==> config.mk <==
export PLATFORM = sky130hd
export DESIGN_NAME = context_forward_unit
export DESIGN_NICKNAME = d
export VERILOG_FILES = /design/src/rtl/context_forward_unit.sv
export SDC_FILE = /design/constraint.sdc
export NUM_CORES = 1
export LEC_CHECK = 0
export BUFFER_PORTS_ARGS = -buffer_cell sky130_fd_sc_hd__buf_2
export CORE_ASPECT_RATIO = 1.75
export CORE_MARGIN = 4
export CORE_UTILIZATION = 40
export CTS_CLUSTER_DIAMETER = 60
export CTS_CLUSTER_SIZE = 8
export DETAILED_ROUTE_END_ITERATION = 16
export PLACE_DENSITY = 0.72
export SYNTH_ARGS = -nofsm -noshare
export SYNTH_HDL_FRONTEND = slang
export SYNTH_SLANG_ARGS = --single-unit
==> constraint.sdc <==
create_clock -name clk -period 12.3 [get_ports clk]
set_input_delay 0.615 -clock clk [delete_from_list [all_inputs] [get_ports clk]]
set_output_delay 0.615 -clock clk [all_outputs]
set_load 0.02 [all_outputs]
==> src/rtl/context_forward_unit.sv <==
// Context forwarding unit for a context-memory read/modify/write pipeline.
// Detects lookups that target a context whose update has not yet landed in
// memory: the live writeback or one of HIST_DEPTH registered writebacks.
// The youngest matching record is forwarded and the memory read is suppressed.
module context_forward_unit #(
  parameter int unsigned Q_length   = 9,
  parameter int unsigned A_length   = 13,
  parameter int unsigned B_length   = 7,
  parameter int unsigned C_length   = 8,
  parameter int unsigned N_length   = 7,
  parameter int unsigned Nn_length  = 7,
  parameter int unsigned Context_rw = 2,
  parameter int unsigned HIST_DEPTH = 2,
  localparam int unsigned HitW      = $clog2(HIST_DEPTH + 1)
) (
  input  logic                  clk,
  input  logic                  reset,
  input  logic                  start_enc,
  input  logic [Q_length-1:0]   Q,
  input  logic                  flush,
  input  logic                  start_enc_feedback,
  input  logic [Context_rw-1:0] determineWrite,
  input  logic [Q_length-1:0]   Q_Feedback,
  input  logic [A_length-1:0]   A_Feedback,
  input  logic [B_length-1:0]   B_Feedback,
  input  logic [C_length-1:0]   C_Feedback,
  input  logic [N_length-1:0]   N_Feedback,
  input  logic [Nn_length-1:0]  Nn_Feedback,
  output logic                  read_Context_Memory,
  output logic [Q_length-1:0]   Q_Read,
  output logic [Context_rw-1:0] write_Context_Memory,
  output logic [Q_length-1:0]   Q_Write,
  output logic [A_length-1:0]   A_Write,
  output logic [B_length-1:0]   B_Write,
  output logic [C_length-1:0]   C_Write,
  output logic [N_length-1:0]   N_Write,
  output logic [Nn_length-1:0]  Nn_Write,
  output logic                  useFeedbackValues,
  output logic [Q_length-1:0]   Q_Updated,
  output logic [A_length-1:0]   A_Updated,
  output logic [B_length-1:0]   B_Updated,
  output logic [C_length-1:0]   C_Updated,
  output logic [N_length-1:0]   N_Updated,
  output logic [Nn_length-1:0]  Nn_Updated,
  output logic [HitW-1:0]       hit_index
);

  // Writeback history: entry 0 is the youngest.
  logic [HIST_DEPTH-1:0] r_hist_valid;
  logic [Q_length-1:0]   r_hist_q  [HIST_DEPTH];
  logic [A_length-1:0]   r_hist_a  [HIST_DEPTH];
  logic [B_length-1:0]   r_hist_b  [HIST_DEPTH];
  logic [C_length-1:0]   r_hist_c  [HIST_DEPTH];
  logic [N_length-1:0]   r_hist_n  [HIST_DEPTH];
  logic [Nn_length-1:0]  r_hist_nn [HIST_DEPTH];

  // Registered forwarding result.
  logic                  r_use;
  logic [Q_length-1:0]   r_upd_q;
  logic [A_length-1:0]   r_upd_a;
  logic [B_length-1:0]   r_upd_b;
  logic [C_length-1:0]   r_upd_c;
  logic [N_length-1:0]   r_upd_n;
  logic [Nn_length-1:0]  r_upd_nn;
  logic [HitW-1:0]       r_hit_index;

  // Combinational match results.
  logic                  w_live;
  logic                  w_match;
  logic                  w_hit;
  logic [HitW-1:0]       w_sel_idx;
  logic [Q_length-1:0]   w_sel_q;
  logic [A_length-1:0]   w_sel_a;
  logic [B_length-1:0]   w_sel_b;
  logic [C_length-1:0]   w_sel_c;
  logic [N_length-1:0]   w_sel_n;
  logic [Nn_length-1:0]  w_sel_nn;

  // A writeback with an all-zero mask changes nothing in memory, so it is
  // not a forwarding source and does not enter the history.
  assign w_live = start_enc_feedback && (determineWrite != '0);

  // Memory-side pass-through.
  assign Q_Read               = Q;
  assign Q_Write              = Q_Feedback;
  assign A_Write              = A_Feedback;
  assign B_Write              = B_Feedback;
  assign C_Write              = C_Feedback;
  assign N_Write              = N_Feedback;
  assign Nn_Write             = Nn_Feedback;
  assign write_Context_Memory = start_enc_feedback ? determineWrite : '0;

  // Priority match: scan oldest to youngest so later (younger) hits
  // overwrite earlier ones; the live feedback is checked last and wins.
  // History is masked during a flush cycle, the live feedback is not.
  always_comb begin
    w_match   = 1'b0;
    w_sel_idx = '0;
    w_sel_q   = '0;
    w_sel_a   = '0;
    w_sel_b   = '0;
    w_sel_c   = '0;
    w_sel_n   = '0;
    w_sel_nn  = '0;
    for (int i = HIST_DEPTH - 1; i >= 0; i--) begin
      if (r_hist_valid[i] && !flush && (r_hist_q[i] == Q)) begin
        w_match   = 1'b1;
        w_sel_idx = HitW'(i + 1);
        w_sel_q   = r_hist_q[i];
        w_sel_a   = r_hist_a[i];
        w_sel_b   = r_hist_b[i];
        w_sel_c   = r_hist_c[i];
        w_sel_n   = r_hist_n[i];
        w_sel_nn  = r_hist_nn[i];
      end
    end
    if (w_live && (Q_Feedback == Q)) begin
      w_match   = 1'b1;
      w_sel_idx = '0;
      w_sel_q   = Q_Feedback;
      w_sel_a   = A_Feedback;
      w_sel_b   = B_Feedback;
      w_sel_c   = C_Feedback;
      w_sel_n   = N_Feedback;
      w_sel_nn  = Nn_Feedback;
    end
  end

  assign w_hit               = start_enc && w_match;
  assign read_Context_Memory = start_enc && !w_hit;

  // History valid bits: reset, then flush, then shift-in on a live writeback.
  always_ff @(posedge clk) begin
    if (!reset) begin
      r_hist_valid <= '0;
    end else if (flush) begin
      r_hist_valid <= '0;
    end else if (w_live) begin
      for (int i = HIST_DEPTH - 1; i > 0; i--) begin
        r_hist_valid[i] <= r_hist_valid[i-1];
      end
      r_hist_valid[0] <= 1'b1;
    end
  end

  // History payload shifts on every live writeback; contents behind a cleared
  // valid bit are never observed, so the payload needs no reset.
  always_ff @(posedge clk) begin
    if (w_live) begin
      for (int i = HIST_DEPTH - 1; i > 0; i--) begin
        r_hist_q[i]  <= r_hist_q[i-1];
        r_hist_a[i]  <= r_hist_a[i-1];
        r_hist_b[i]  <= r_hist_b[i-1];
        r_hist_c[i]  <= r_hist_c[i-1];
        r_hist_n[i]  <= r_hist_n[i-1];
        r_hist_nn[i] <= r_hist_nn[i-1];
      end
      r_hist_q[0]  <= Q_Feedback;
      r_hist_a[0]  <= A_Feedback;
      r_hist_b[0]  <= B_Feedback;
      r_hist_c[0]  <= C_Feedback;
      r_hist_n[0]  <= N_Feedback;
      r_hist_nn[0] <= Nn_Feedback;
    end
  end

  // Forwarding flag follows every lookup; it holds between lookups.
  always_ff @(posedge clk) begin
    if (!reset) begin
      r_use <= 1'b0;
    end else if (start_enc) begin
      r_use <= w_hit;
    end
  end

  // Forwarded record and its source position update only on a hit.
  always_ff @(posedge clk) begin
    if (!reset) begin
      r_upd_q     <= '0;
      r_upd_a     <= '0;
      r_upd_b     <= '0;
      r_upd_c     <= '0;
      r_upd_n     <= '0;
      r_upd_nn    <= '0;
      r_hit_index <= '0;
    end else if (w_hit) begin
      r_upd_q     <= w_sel_q;
      r_upd_a     <= w_sel_a;
      r_upd_b     <= w_sel_b;
      r_upd_c     <= w_sel_c;
      r_upd_n     <= w_sel_n;
      r_upd_nn    <= w_sel_nn;
      r_hit_index <= w_sel_idx;
    end
  end

  assign useFeedbackValues = r_use;
  assign Q_Updated         = r_upd_q;
  assign A_Updated         = r_upd_a;
  assign B_Updated         = r_upd_b;
  assign C_Updated         = r_upd_c;
  assign N_Updated         = r_upd_n;
  assign Nn_Updated        = r_upd_nn;
  assign hit_index         = r_hit_index;

endmodule

==> results.md <==
* Hold-fix buffers, CTS at 0
* Critical Path AT at 2.53 ns
* Non-Filler Instances at 924
* CP bufs+invs at 2
* Internal at 938 uW
* Clk sinks at 158
* Die W at 106 um
* Max VDD drop at 0.100 mV
* Peak Freq at 318 MHz
* Endpoints failing setup at 0
* Num rows at 62
* Final setup TNS at 0 ns
* 1st-pass router iterations at 4
* Logic gate share of total power at 5.8%
* Routed WL at 16200 um
* Lkg Pwr at 0.00319 uW
* TritonCTS Buffers at 17
* Sw frac at 22.6%
* Starting Density at 40.7%
* Vias in the first global route at 4757
* Drt via density at 5.22
* Fin. Hold Viols at 0
* Post-CTS resize count at 0
* Clk buf depth at 2
* Most frequent cells in the layout: 183 x buf_2, 102 x edfxtp_1, 57 x nor2_1
* Critical path class: flop to primary output
* Port bufs at 183
* Clk Latency, worst-skew pair at 0.42 ns
* Status: finished, final reports clean
* Max-slew violation count at 0
* CP top delay family: buffers and inverters
* Initial antenna violation count at 0
* Crit-path cells: xnor2_1 > nand4_1 > nor4_4 > buf_4 > nor3b_1 > buf_2
* Mapped Cells at 577
* HP Class: input port to flop
* Clock root cell: clkbuf_16
* GRT overflow at 0
* Cell Pwr Density at 153 nW/um2
* CP Capture Type: primary output
* First-pass GRT wire length at 25400 um
* Htree depth at 4
* Setup crit start kind: flop
* DR WL/cell at 17.6 um
* Postcts setup bufs at 0
* Final worst-path cycle share at 25.6%
* Post-route ant nets at 0
* Filler instances at 1519
* Nets@finish at 754
* DR iter-0 viols at 306
* HPWL Detailed at 9940 um
* Clk pwr share at 44.1%
* Switch Pwr at 273 uW
* Largest net degree at the start of global routing at 104
* Reg clk slew, reported paths at 0.07 ns
* Maximum fanout along the worst path at 54
* Tot Pwr at 1210 uW
* DR vias at 4820
* Fin Clk Skew at 0.0150 ns
* Post-synth net total at 644
* Core region area at 16400 um2
* Synthesis Warnings at 0
* Sequential cell area fraction in the yosys report at 62.8%
* Max Cap Violations at 0
* Pre-CTS WS at 8.80 ns
* Top Ports at 184
* Die ar. at 18900 um2
* Final WS setup at 9.16 ns
* N_diodes at 0
* RSZ-0062 raised after global routing: no
* Placed cells at 892
* Crit-path max cell delay at 0.61 ns
* FF+latch count, synth at 158
* Mapped Area at 6660 um2
* Layout cells sized above 1 at 32.0%
* Slew of the pin with the lowest slew margin at 1.16 ns
* CTS tree: built
* Sequential power share at 50.1%
* CP max-delay cell: buf_4
* Routability congestion estimate at 0.797
* Drt drc at 0
* Height of the die at 179 um
* Mean Syn Cell Area at 11.5 um2
* CP required at 11.69 ns
* Area Growth Syn to Fin at 18.9%
* Relative slew margins at 23.0%
* Clock period minus worst slack at 3.14 ns
* Cell variety after synth at 29
* Total track usage at 17.1%
* Leading cell type in the layout, fill and taps excluded: buf_2
-- stage by stage --
step / hold slack (ns) / util, % / instance area [um2]
2_1_floorplan: 0.426 / - / 6660
5_1_grt: 0.388 / 48.4 / 7920
3_5_place_dp: 0.431 / 44.7 / 7320
4_1_cts: 0.386 / 48.4 / 7920
3_3_place_gp: 0.429 / 44.7 / 7320
6_report: 0.402 / 48.4 / 7920
-- kinds of logic after synthesis --
family / count (synthesis) / share of synthesized area, %
and+or+nand+nor: 184 / 12.4
xor gates and xnor gates: 27 / 3.55
AOI/OAI and AO/OA: 108 / 12.0
muxes: 1 / 0.150
buffers and inverters: 99 / 9.07
DFF: 158 / 62.8
-- final timing paths --
| path | startpoint | to | slack (ns) | cells past startpoint |
|---|---|---|---|---|
| setup / recovery | r_hist_q[0][12] | read_Context_Memory | 9.16 | 6 |
| setup reg to reg | r_hist_q[0][8] | C_Updated[0] | 9.42 | 6 |
| hold / removal | A_Feedback[10] | r_hist_a[0][10] | 0.40 | 1 |
| hold reg to reg | r_hist_b[0][0] | r_hist_b[0][7] | 0.44 | 0 |
-- power by group through the flow --
stage / Sequential [uW] / Combinational [uW] / Clock (uW)
floorplan: 617 / 48.5 / 0
global placement: 617 / 69.9 / 0
CTS: 607 / 70.9 / 546
detailed placement: 619 / 70.7 / 0
global route: 610 / 75.6 / 569
finish: 607 / 69.8 / 534
-- worst reg2reg max path, cell delays in order (launching register included) --
cell,delay [ns]
edfxtp_1,0.43
xor2_1,0.19
nor4_1,0.10
and3_2,0.20
o31ai_1,0.56
and2_2,1.04
a22o_1,0.30
-- sequential cells by signal, summed over array words and instances, names as in the netlist, 8 cells and up --
name and cells:
r_hist_c 16, r_hist_n 14, Q_Updated 9, A_Updated 13
r_hist_q 18, C_Updated 8, r_hist_b 14, r_hist_a 26
r_hist_nn 14
-- synthesized netlist by cell type --
library cell	n	area share, %
dfxtp_1	56	17
and4_1	1	0.13
a21o_1	1	0.11
nor3_1	1	0.075
a22o_1	50	6.6
nor4_1	3	0.28
inv_1	1	0.056
and2_1	4	0.38
a21oi_1	2	0.15
nand2b_1	2	0.19
buf_2	6	0.45
o31ai_1	1	0.11
and3_1	2	0.19
o21ai_0	2	0.15
clkbuf_1	32	1.8
xor2_1	18	2.4
nor3b_1	2	0.23
edfxtp_1	102	46
nand3_1	54	4.1
nor4_4	1	0.32
buf_4	60	6.8
a31oi_1	50	4.7
nand2_1	53	3.0
a211oi_1	1	0.11
xnor2_1	9	1.2
nand4_1	3	0.28
mux2i_1	1	0.15
nor2_1	58	3.3
o21a_1	1	0.11
-- final cells by class --
cell class | instances | area, um2 | share of cell area [%]
inverters | 1 | 3.75 | 0.0474
clock inverters | 14 | 166 | 2.10
repair buffers | 189 | 961 | 12.1
well taps | 224 | 280 | 3.54
clock buffers | 18 | 429 | 5.42
flip-flops and latches | 158 | 4180 | 52.8
multi-input cells | 320 | 1890 | 23.9
-- routing by layer --
metal  vias up  share of wire, %  GRT usage [%]  wire (um)
li1       2271                 -              -          -
met1      2352                41           21.0       6660
met2       179                53           29.8       8520
met3        18               4.6           3.03        754
met4         0               1.8           6.86        297
met5         -                 0              0          0
Power figures use the tool's default switching activity.
